[src/rtl/lcd_char_writer.sv]
// lcd_char_writer: buffers an upstream character stream in a FIFO, powers up
// and initialises an HD44780-class 8-bit LCD, then writes each character with
// correct RS/E timing. After 16 characters the cursor moves to line 2, and
// after 32 characters it returns to line 1.
// Ports:
//   clk, reset        : system clock, synchronous active-high reset
//   data, wen         : upstream character and its write strobe
//   full, overflow    : FIFO full; sticky flag for a write that arrived while full
//   init_done         : LCD initialisation finished
//   lcd_data, lcd_rs,
//   lcd_rw, lcd_e     : LCD bus (lcd_rw is always 0)
module lcd_char_writer #(
  parameter int unsigned FIFO_DEPTH = 16,
  parameter int unsigned SETUP_CYC  = 2,
  parameter int unsigned E_PULSE    = 12,
  parameter int unsigned CMD_WAIT   = 2000,
  parameter int unsigned CLR_WAIT   = 82000,
  parameter int unsigned PWR_WAIT   = 750000,
  parameter int unsigned LINE_LEN   = 16
) (
  input  logic       clk,
  input  logic       reset,
  input  logic [7:0] data,
  input  logic       wen,
  output logic       full,
  output logic       overflow,
  output logic       init_done,
  output logic [7:0] lcd_data,
  output logic       lcd_rs,
  output logic       lcd_rw,
  output logic       lcd_e
);
  localparam int unsigned AW      = $clog2(FIFO_DEPTH);
  localparam int unsigned MAX_A   = (PWR_WAIT > CLR_WAIT) ? PWR_WAIT : CLR_WAIT;
  localparam int unsigned MAX_B   = (CMD_WAIT > E_PULSE) ? CMD_WAIT : E_PULSE;
  localparam int unsigned MAX_C   = (MAX_B > SETUP_CYC) ? MAX_B : SETUP_CYC;
  localparam int unsigned MAX_CNT = (MAX_A > MAX_C) ? MAX_A : MAX_C;
  localparam int unsigned CW      = $clog2(MAX_CNT + 1);
  localparam int unsigned PW      = $clog2(2 * LINE_LEN + 1);

  localparam logic [CW-1:0] SETUP_LAST = CW'(SETUP_CYC - 1);
  localparam logic [CW-1:0] PULSE_LAST = CW'(E_PULSE - 1);
  localparam logic [CW-1:0] CMD_LAST   = CW'(CMD_WAIT - 1);
  localparam logic [CW-1:0] CLR_LAST   = CW'(CLR_WAIT - 1);
  localparam logic [CW-1:0] PWR_LAST   = CW'(PWR_WAIT - 1);
  localparam logic [PW-1:0] LINE_POS   = PW'(LINE_LEN);
  localparam logic [PW-1:0] WRAP_POS   = PW'(2 * LINE_LEN);
  localparam logic [AW:0]   FULL_CNT   = (AW + 1)'(FIFO_DEPTH);

  typedef enum logic [2:0] {PWR, INIT, IDLE, CHAR, ADDR} state_t;
  typedef enum logic [1:0] {SETUP, PULSE, WAIT} phase_t;

  // ---------------- character FIFO ----------------
  logic [7:0]    mem [FIFO_DEPTH];
  logic [AW-1:0] wr_ptr, rd_ptr;
  logic [AW:0]   count, count_n;
  logic          push, pop, empty;

  assign empty = (count == '0);
  // A pop in the same cycle frees the slot, so a write while full is accepted.
  assign push  = wen && (!full || pop);

  always_comb begin
    count_n = count;
    if (push && !pop)
      count_n = count + (AW + 1)'(1);
    else if (pop && !push)
      count_n = count - (AW + 1)'(1);
  end

  always_ff @(posedge clk) begin
    if (push)
      mem[wr_ptr] <= data;
  end

  always_ff @(posedge clk) begin
    if (reset) begin
      wr_ptr   <= '0;
      rd_ptr   <= '0;
      count    <= '0;
      full     <= 1'b0;
      overflow <= 1'b0;
    end else begin
      if (push)
        wr_ptr <= wr_ptr + AW'(1);
      if (pop)
        rd_ptr <= rd_ptr + AW'(1);
      count <= count_n;
      full  <= (count_n == FULL_CNT);
      if (wen && !push)
        overflow <= 1'b1;
    end
  end

  // ---------------- LCD sequencer ----------------
  state_t        state, state_n;
  phase_t        phase, phase_n;
  logic [CW-1:0] cnt, cnt_n, wait_last;
  logic [1:0]    idx, idx_n;
  logic [PW-1:0] pos, pos_n, pos_inc;
  logic [7:0]    data_n;
  logic          rs_n, e_n, done_n;

  function automatic logic [7:0] init_cmd(input logic [1:0] i);
    case (i)
      2'd0:    init_cmd = 8'h38;
      2'd1:    init_cmd = 8'h0C;
      2'd2:    init_cmd = 8'h01;
      default: init_cmd = 8'h06;
    endcase
  endfunction

  always_ff @(posedge clk) begin
    if (reset) begin
      state     <= PWR;
      phase     <= SETUP;
      cnt       <= '0;
      idx       <= '0;
      pos       <= '0;
      lcd_data  <= '0;
      lcd_rs    <= 1'b0;
      lcd_e     <= 1'b0;
      init_done <= 1'b0;
    end else begin
      state     <= state_n;
      phase     <= phase_n;
      cnt       <= cnt_n;
      idx       <= idx_n;
      pos       <= pos_n;
      lcd_data  <= data_n;
      lcd_rs    <= rs_n;
      lcd_e     <= e_n;
      init_done <= done_n;
    end
  end

  always_comb begin
    state_n   = state;
    phase_n   = phase;
    cnt_n     = cnt + CW'(1);
    idx_n     = idx;
    pos_n     = pos;
    data_n    = lcd_data;
    rs_n      = lcd_rs;
    e_n       = lcd_e;
    done_n    = init_done;
    pop       = 1'b0;
    // Only the clear-display command needs the long settle time.
    wait_last = (!lcd_rs && lcd_data == 8'h01) ? CLR_LAST : CMD_LAST;
    pos_inc   = pos + PW'(1);

    unique case (state)
      PWR: begin
        if (cnt == PWR_LAST) begin
          state_n = INIT;
          phase_n = SETUP;
          cnt_n   = '0;
          idx_n   = '0;
          data_n  = init_cmd(2'd0);
          rs_n    = 1'b0;
        end
      end
      IDLE: begin
        cnt_n = '0;
        if (!empty) begin
          pop     = 1'b1;
          state_n = CHAR;
          phase_n = SETUP;
          data_n  = mem[rd_ptr];
          rs_n    = 1'b1;
        end
      end
      default: begin
        // INIT, CHAR and ADDR all run the same SETUP/PULSE/WAIT write cycle.
        unique case (phase)
          SETUP: begin
            if (cnt == SETUP_LAST) begin
              phase_n = PULSE;
              cnt_n   = '0;
              e_n     = 1'b1;
            end
          end
          PULSE: begin
            if (cnt == PULSE_LAST) begin
              phase_n = WAIT;
              cnt_n   = '0;
              e_n     = 1'b0;
            end
          end
          default: begin
            if (cnt == wait_last) begin
              phase_n = SETUP;
              cnt_n   = '0;
              case (state)
                INIT: begin
                  if (idx == 2'd3) begin
                    state_n = IDLE;
                    done_n  = 1'b1;
                    pos_n   = '0;
                  end else begin
                    idx_n  = idx + 2'd1;
                    data_n = init_cmd(idx + 2'd1);
                  end
                end
                CHAR: begin
                  if (pos_inc == LINE_POS) begin
                    state_n = ADDR;
                    pos_n   = pos_inc;
                    data_n  = 8'hC0;
                    rs_n    = 1'b0;
                  end else if (pos_inc == WRAP_POS) begin
                    state_n = ADDR;
                    pos_n   = '0;
                    data_n  = 8'h80;
                    rs_n    = 1'b0;
                  end else begin
                    state_n = IDLE;
                    pos_n   = pos_inc;
                  end
                end
                default: state_n = IDLE;
              endcase
            end
          end
        endcase
      end
    endcase
  end

  assign lcd_rw = 1'b0;

endmodule

[config.mk]
export PLATFORM = sky130hd
export DESIGN_NAME = lcd_char_writer
export DESIGN_NICKNAME = d
export VERILOG_FILES = /design/src/rtl/lcd_char_writer.sv
export SDC_FILE = /design/constraint.sdc
export NUM_CORES = 1
export LEC_CHECK = 0
export CAP_MARGIN = 25
export CORE_ASPECT_RATIO = 1.2
export CORE_MARGIN = 2
export CORE_UTILIZATION = 40
export DETAILED_ROUTE_END_ITERATION = 10
export SLEW_MARGIN = 20
export SYNTH_ARGS = -nofsm -noshare
export SYNTH_HDL_FRONTEND = slang
export SYNTH_SLANG_ARGS = --single-unit
[constraint.sdc]
create_clock -name clk -period 2.5 [get_ports clk]
set_clock_uncertainty 0.15 [all_clocks]
set_input_delay 0.75 -clock clk [delete_from_list [all_inputs] [get_ports clk]]
set_output_delay 0.75 -clock clk [all_outputs]
set_load 0.05 [all_outputs]
==> flow_summary.json, run 1 <==
{
  "maxSlewHeadroom_pct": 60.4,
  "fin_cells": 950,
  "coreArea_um2": 20300,
  "rsz0062_at_grt": "false",
  "drcViolationCount": 0,
  "synth.net_count": 634,
  "final_common_cell": "edfxtp_1",
  "area_growth_pct": 16.8,
  "multi_input_area_um2": 2960,
  "cts_tree": "built",
  "finalSetupViolCount": 0,
  "drt_first_iter_violations": 408,
  "dp_hpwl_mm": 13.0,
  "mostFrequentLayoutCells": "edfxtp_1 (128), nor2_1 (69), dfxtp_1 (62), buf_4 (46), mux4_2 (34)",
  "cts_setup_buffers": 0,
  "nets": 697,
  "yosys_warnings": 0,
  "start_util_pct": 40.8,
  "cts_htree_levels": 4,
  "drive_above_1_share_pct": 20.1,
  "hold_ws_ns": 0.323,
  "crit_family": "simple AND/OR/NAND/NOR gates",
  "clock-sinks": 191,
  "tightest_slew_ns": 0.591,
  "track_usage_pct": 18.0,
  "clock_latency_ns": 0.43,
  "cp.arrival_ns": 2.35,
  "path_class": "flip-flop to flip-flop",
  "worst_setup_path_start_kind": "flip-flop",
  "setup.worst_path.end_class": "flip-flop",
  "hp-start": "cnt[0]",
  "drv_slew": 0,
  "powerDensity_nw_per_um2": 682,
  "max-clock-path-buffers": 2,
  "rrSetupSlack_ns": 0.14,
  "numPlacedInstances": 918,
  "status": "completed",
  "cap_violations": 0,
  "final_cell_area_um2": 9640,
  "cts_hold_buf": 0,
  "drt-wirelength-per-cell_um": 19.5,
  "ys_ff_latch": 191,
  "crit_slowest_cell": "dfxtp_1",
  "antenna_found_initial": 0,
  "fillers": 1791,
  "num_antenna_cells": 0,
  "post-route-period-util_pct": 94.3,
  "grt_pass1_vias": 5301,
  "timing.fmax_ghz": 0.424,
  "routed_wl_mm": 18.5,
  "ios": 25,
  "hp-class": "flip-flop to flip-flop",
  "utilization_pct": 47.6,
  "crit_buf_inv": 4,
  "port_buffers": 23,
  "die_x_um": 135,
  "cp_data_required_time_ns": 2.49,
  "timing_hold_violations_final": 0,
  "r2r-end": "mem[10][3]",
  "leakage_nw": 3.29,
  "slowest_delay_ns": 0.34,
  "ir_drop_v": 0.000535,
  "grt_pass1_wl_mm": 29.8,
  "die-area_um2": 21800,
  "timing.rr.start": "count[0]",
  "antenna_left": 0,
  "cts.clk_slew.worst_paths_ns": 0.07,
  "cts_buffers": 17,
  "ys_types": 64,
  "syn-cell-area_um2": 8260,
  "gp_congestion": 0.838,
  "synth_top_area_share_pct": 46.6,
  "synthTopCellsByArea": "edfxtp_1 (47%), dfxtp_1 (15%), mux4_2 (9.3%), nor2_1 (3.1%), ha_1 (2.1%)",
  "yosysSeqAreaShare_pct": 61.8,
  "grt_start_max_net_pins": 33,
  "seq_area_um2": 5110,
  "reg2reg_depth": 10,
  "yosysTopAreaCell": "edfxtp_1",
  "synthCells": 609,
  "crit_start": "count[0]",
  "synth_flop_cell": "edfxtp_1",
  "cp.depth": 10,
  "vias_per_cell": 5.41,
  "overflow": 0,
  "die_y_um": 161,
  "synth_area_per_cell_um2": 13.6,
  "min_period_ns": 2.36,
  "num_vias": 5139,
  "synth-edff-count": 128,
  "dpl_cell_area_um2": 9060,
  "cp_max_fo": 8,
  "row_count": 57,
  "worstPathCellList": "inv_1 -> ha_1 -> nor4b_1 -> buf_4 -> nand3b_1 -> a21boi_2 -> buf_6 -> nand2_1 -> nor2_1 -> buf_4",
  "synth_async_sr_flop_share_pct": 0,
  "crit_top_cell": "buf_4",
  "endpoint": "mem[10][3]",
  "root_buffer": "clkbuf_16",
  "drt_first_pass_iters": 6
}
==> cells by family (layout without fill, tap and decap cells) <==
kind of cell,Yosys count,count (layout),share of synthesized area [%]
flip-flops,191,191,61.8
XOR/XNOR,28,28,2.97
multiplexers,50,50,11.2
AO/OA/AOI/OAI,79,79,6.23
adder cells (fa/ha/maj),14,14,2.12
other,1,1,0.0454
buffers and inverters,40,116,2.65
AND/OR/NAND/NOR,206,206,12.9
==> sequential cells by signal (all words and copies together), names as in the netlist, 2 cells and up, named ones only <==
name      count
state         3
count         5
wr_ptr        4
mem         128
idx           2
lcd_data      8
cnt          20
phase         2
rd_ptr        4
pos           6
==> synth_stat cells, types with 3 or more instances <==
| library cell | n |
|---|---|
| a31oi_1 | 5 |
| mux4_2 | 34 |
| a21oi_1 | 20 |
| buf_1 | 3 |
| nand3_1 | 18 |
| nor3_1 | 22 |
| xnor2_1 | 12 |
| xor2_1 | 16 |
| clkbuf_8 | 3 |
| a31o_2 | 4 |
| and3_1 | 5 |
| buf_2 | 7 |
| or4_1 | 3 |
| nor2_1 | 69 |
| nor4_1 | 4 |
| and4_1 | 6 |
| o221ai_1 | 5 |
| and2_1 | 3 |
| nor2b_1 | 9 |
| clkbuf_1 | 8 |
| dfxtp_1 | 63 |
| mux2i_1 | 15 |
| nand3b_1 | 3 |
| nand2_1 | 29 |
| buf_4 | 4 |
| nand4_1 | 10 |
| edfxtp_1 | 128 |
| inv_1 | 12 |
| a211oi_1 | 4 |
| or3_1 | 3 |
| ha_1 | 14 |
| nand2b_1 | 6 |
| o21ai_0 | 23 |
==> metrics by stage <==
stage          worst slack [ns]  setup TNS (ns)  total power (W)
2_1_floorplan            -0.176           -2.81          0.00381
3_3_place_gp             -0.176          -12.59          0.00401
3_5_place_dp             -0.187          -15.15          0.00402
4_1_cts                 0.00774               0          0.00662
5_1_grt                0.000381               0          0.00682
6_report                  0.142               0          0.00657
==> metal layers <==
metal | share of wire [%] | routed length (µm) | track usage (%) | up-vias
met5 | 0 | 0 | 0 | -
met4 | 1.7 | 308 | 5.30 | 0
met3 | 3.2 | 598 | 3.14 | 21
met2 | 53 | 9780 | 32.0 | 111
met1 | 42 | 7810 | 22.4 | 2565
li1 | - | - | - | 2442
==> power by group <==
part | internal, W | leakage, nW | switching (W)
logic | 0.000181 | 1.35 | 0.000295
registers | 0.00342 | 1.67 | 0.0000393
clock network | 0.00133 | 0.278 | 0.00131
total | 0.00493 | 3.29 | 0.00164
==> area by class of cell <==
cell class | instances | share of cell area, %
flip-flops and latches | 191 | 53.0
multi-input cells | 378 | 30.7
repair buffers | 72 | 6.49
clock buffers | 17 | 4.41
well taps | 265 | 3.44
clock inverters | 15 | 1.58
inverters | 12 | 0.467
==> timing repair <==
action                     4_1_cts  5_1_grt
gates resized for setup         11        6
hold endpoints to repair         0        0
pin swaps                        0        1
setup endpoints to repair       11       93
==> worst min path at each step <==
stage | depth (start not counted) | endpoint
after floorplan | 1 | cnt[0]
after global placement | 1 | cnt[0]
after detailed placement | 1 | cnt[0]
after CTS | 1 | cnt[0]
after global routing | 1 | cnt[0]
final | 1 | cnt[0]
Note: power is estimated with default switching activity, not from simulation.
==> inputs of run 2 (changes only) <==
Settings changed: SETUP_SLACK_MARGIN from default to 0.3.
Clock period 2.5 ns to 2.7 ns, I/O delays scaled along.
==> run 2 against run 1 <==
  * Combinational power shrank 4.2%
  * Non-clock buffer count shrank 3
  * Routed wire length grew 4.3%
==> flow_summary.json, run 2 (same netlist as run 1, synthesis figures left out) <==
{
  "status": "completed",
  "cts_tree": "built",
  "clock-sinks": 191,
  "crit_family": "buffers and inverters",
  "antenna_left": 0,
  "grt_pass1_wl_mm": 29.8,
  "timing.fmax_ghz": 0.428,
  "fillers": 1762,
  "largestRegisters": "mem (128), cnt (20), lcd_data (8)",
  "area_growth_pct": 17.7,
  "cts_buffers": 17,
  "numPlacedInstances": 911,
  "start_util_pct": 40.8,
  "cts_htree_levels": 4,
  "root_buffer": "clkbuf_16",
  "powerDensity_nw_per_um2": 627,
  "min_period_ns": 2.34,
  "nets": 695,
  "gp_congestion": 0.855,
  "overflow": 0,
  "drt_first_pass_iters": 5,
  "maxSlewHeadroom_pct": 53.7,
  "drt-wirelength-per-cell_um": 20.3,
  "die_x_um": 135,
  "tightest_slew_ns": 0.693,
  "final_common_cell": "edfxtp_1",
  "vias_per_cell": 5.54,
  "slowest_delay_ns": 0.55,
  "row_count": 57,
  "post-route-period-util_pct": 86.6,
  "setup-tns-final_ns": 0,
  "drt_first_iter_violations": 345,
  "drv_slew": 0,
  "seq_area_um2": 5110,
  "ios": 25,
  "finalSetupViolCount": 0,
  "setup.worst_path.end_class": "output port",
  "grt_start_max_net_pins": 21,
  "setup_ws_ns": 0.362,
  "crit_slowest_cell": "dlygate4sd2_1",
  "track_usage_pct": 18.4,
  "dp_hpwl_mm": 13.3,
  "max-clock-path-buffers": 2,
  "die-area_um2": 21800,
  "power_w": 0.00610,
  "dp_slack_ns": 0.00642,
  "clock_latency_ns": 0.43,
  "crit_start": "lcd_data[0]",
  "cp_max_fo": 3,
  "drive_above_1_share_pct": 22.7,
  "rsz0062_at_grt": "true",
  "worst_setup_path_start_kind": "flip-flop",
  "die_y_um": 161,
  "cap_violations": 0,
  "crit_buf_inv": 1,
  "cp_data_required_time_ns": 1.74,
  "worstPathCellList": "dlygate4sd2_1",
  "regMostFlops": "mem",
  "largest_register_ffs": 128,
  "timing.rr.start": "cnt[15]",
  "num_vias": 5249,
  "cts.clk_slew.worst_paths_ns": 0.07,
  "num_antenna_cells": 0,
  "coreArea_um2": 20300,
  "drcViolationCount": 0,
  "hp-class": "flip-flop to flip-flop",
  "fin_cells": 948,
  "hold_ws_ns": 0.322,
  "mostFrequentLayoutCells": "edfxtp_1 (128), nor2_1 (62), dfxtp_1 (59), buf_4 (42), mux4_2 (34)",
  "timing_hold_violations_final": 0,
  "multi_input_area_um2": 3060,
  "leakage_nw": 3.28,
  "grt_pass1_vias": 5244,
  "path_class": "flip-flop to output port",
  "routed_wl_mm": 19.3,
  "hp-start": "overflow",
  "antenna_found_initial": 0,
  "cp.arrival_ns": 1.38,
  "ir_drop_v": 0.000433,
  "port_buffers": 23
}
==> run 2: per-layer routing <==
| metal | share of wire (%) | vias to the layer above | track usage, % | routed length, µm |
|---|---|---|---|---|
| li1 | - | 2440 | - | - |
| met4 | 2.1 | 0 | 6.44 | 410 |
| met3 | 5.4 | 25 | 3.89 | 1040 |
| met1 | 39 | 2619 | 22.2 | 7610 |
| met5 | 0 | - | 0 | 0 |
| met2 | 53 | 165 | 32.5 | 10200 |
==> run 2: worst paths after layout <==
| check | endpoint | slack [ns] | depth (start not counted) |
|---|---|---|---|
| min | overflow | 0.32 | 2 |
| min reg2reg | overflow | 0.32 | 2 |
| max reg2reg | cnt[5] | 0.37 | 5 |
| max | lcd_data[0] | 0.36 | 1 |
==> run 2: final cells by class <==
| cell class | instances | area share (%) |
|---|---|---|
| Clock inverter | 13 | 1.56 |
| Inverter | 12 | 0.463 |
| Sequential cell | 191 | 52.6 |
| Timing Repair Buffer | 69 | 6.05 |
| Clock buffer | 19 | 4.45 |
| Tap cell | 265 | 3.41 |
| Multi-Input combinational cell | 379 | 31.5 |
==> run 2: timing repair <==
item	CTS	global route
buffers inserted	0	4
pin swaps	0	6
cloned	0	1
hold buffers	0	0
resized for setup	19	25
setup endpoints to repair	144	172
==> run 2: power breakdown <==
group	leakage, nW	internal, W	switching (W)
sequential	1.67	0.00317	0.0000411
clock	0.284	0.00124	0.00119
combinational	1.33	0.000174	0.000281
==> run 2: through the flow <==
step	area (µm²)	utilization, %
after floorplan	8300	-
after global placement	9030	44.6
after detailed placement	9030	44.6
after CTS	9610	47.4
after global routing	9720	48.0
final	9720	48.0
==> inputs of run 3 (changes only) <==
Settings changed: CORE_UTILIZATION 40 to 61, PLACE_DENSITY from default to 0.79.
==> run 3 against run 2 <==
  * Largest power group unchanged
  * Sequential power is essentially flat
  * Global-route usage is 8.5 points higher
  * First-iteration DRC count increased by 70%
  * Power up 5.0%
  * Largest cell class unchanged
  * Critical path type is now flip-flop to flip-flop
==> flow_summary.json, run 3 (same netlist as run 1, synthesis figures left out) <==
{
  "max-clock-path-buffers": 2,
  "timing.fmax_ghz": 0.430,
  "cap_violations": 0,
  "setup_ws_ns": 0.373,
  "gp_congestion": 0.882,
  "rrSetupSlack_ns": 0.37,
  "cp_data_required_time_ns": 2.88,
  "antenna_left": 0,
  "overflow": 0,
  "cts_tree": "built",
  "root_buffer": "clkbuf_16",
  "die_x_um": 110,
  "crit_start": "cnt[18]",
  "cts.clk_slew.worst_paths_ns": 0.07,
  "antenna_found_initial": 0,
  "grt_start_max_net_pins": 33,
  "vias_per_cell": 6.34,
  "maxSlewHeadroom_pct": 53.7,
  "worst_setup_path_start_kind": "flip-flop",
  "r2r-end": "phase[1]",
  "power_w": 0.00640,
  "area_growth_pct": 17.0,
  "grt_pass1_wl_mm": 28.4,
  "clock-sinks": 191,
  "ios": 25,
  "mostFrequentLayoutCells": "edfxtp_1 (128), nor2_1 (62), dfxtp_1 (61), mux4_2 (34), buf_4 (33)",
  "setup-tns-final_ns": 0,
  "timing.rr.start": "cnt[18]",
  "final_cell_area_um2": 9660,
  "tightest_slew_ns": 0.692,
  "nets": 689,
  "ir_drop_v": 0.000496,
  "largestRegisters": "mem (128), cnt (20), lcd_data (8)",
  "drcViolationCount": 0,
  "final_common_cell": "edfxtp_1",
  "track_usage_pct": 27.0,
  "numPlacedInstances": 808,
  "dpl_cell_area_um2": 8890,
  "clock_latency_ns": 0.44,
  "fin_cells": 845,
  "min_period_ns": 2.33,
  "grt_pass1_vias": 5253,
  "cts_buffers": 17,
  "routed_wl_mm": 18.3,
  "cp_max_fo": 4,
  "setup.worst_path.end_class": "flip-flop",
  "largest_register_ffs": 128,
  "regMostFlops": "mem",
  "die_y_um": 131,
  "status": "completed",
  "drt_first_pass_iters": 5,
  "drv_slew": 0,
  "cp.arrival_ns": 2.51,
  "num_vias": 5357,
  "hp-class": "flip-flop to flip-flop",
  "whs_path_depth": 1,
  "hold_end": "cnt[0]",
  "cts_hold_buf": 0,
  "die-area_um2": 14500,
  "start_util_pct": 62.4,
  "path_class": "flip-flop to flip-flop",
  "powerDensity_nw_per_um2": 663,
  "drive_above_1_share_pct": 21.6,
  "hp-start": "cnt[0]",
  "dp_hpwl_mm": 12.2,
  "leakage_nw": 3.29,
  "timing_hold_violations_final": 0,
  "rsz0062_at_grt": "true",
  "post-route-period-util_pct": 86.2,
  "dp_slack_ns": -0.130,
  "row_count": 46,
  "port_buffers": 23,
  "num_antenna_cells": 0,
  "reg2reg_depth": 6,
  "cts_htree_levels": 4,
  "finalSetupViolCount": 0,
  "drt_first_iter_violations": 587,
  "drt-wirelength-per-cell_um": 21.6,
  "coreArea_um2": 13200
}
## run 3: cell count changes in the layout (fill, tap and decap cells not counted), sizes merged
| cell | previous run | this run |
|---|---|---|
| buf | 46 | 41 |
| a31o | 5 | 4 |
| clkbuf | 20 | 18 |
| inv | 18 | 20 |
| clkinv | 7 | 2 |
| bufinv | 0 | 4 |
| clkinvlp | 0 | 1 |
## run 3: layer usage
| layer | share of wire [%] | vias to the layer above | track usage, % | wire, µm |
|---|---|---|---|---|
| met3 | 5.9 | 43 | 6.10 | 1080 |
| met5 | 0 | - | 0 | 0 |
| li1 | - | 2428 | - | - |
| met2 | 53 | 243 | 45.8 | 9670 |
| met1 | 38 | 2643 | 32.5 | 6890 |
| met4 | 3.5 | 0 | 11.8 | 648 |
## run 3: how the worst max path moves through the flow
stage / endpoint / slack [ns]
floorplan: mem[11][0] / 0.20
global placement: mem[11][1] / -0.003
detailed placement: lcd_data[3] / -0.13
CTS: full / 0.30
global route: cnt[9] / 0.27
finish: phase[1] / 0.37
## run 3: through the flow
step / util, % / hold WS [ns]
finish: 73.0 / 0.328
global route: 73.0 / 0.364
CTS: 72.5 / 0.324
detailed placement: 67.1 / 0.308
global placement: 67.1 / 0.295
floorplan: - / 0.280
## run 3: power by group
part	internal (W)	total (W)	switching, W
sequential	0.00317	0.00321	0.0000401
clock	0.00158	0.00273	0.00114
combinational	0.000177	0.000465	0.000288
## run 3: layout make-up
class	count	area (µm²)
flip-flops and latches	191	5110
clock buffers	17	425
fillers	850	3580
well taps	168	210
repair buffers	64	592
inverters	12	45.0
clock inverters	15	220
multi-input cells	378	3060
## run 3: worst max-delay path: stages (launching register included)
cell,delay [ns]
dfxtp_1,0.36
or4_1,0.60
or2_2,0.33
nor3_1,0.21
or4_1,0.21
o21ai_0,0.10
a31o_2,0.25
## run 3: repair_timing
item,CTS,global route
pin swaps,3,4
setup endpoints to repair,162,124
setup buffers,2,3
gates resized for setup,26,12
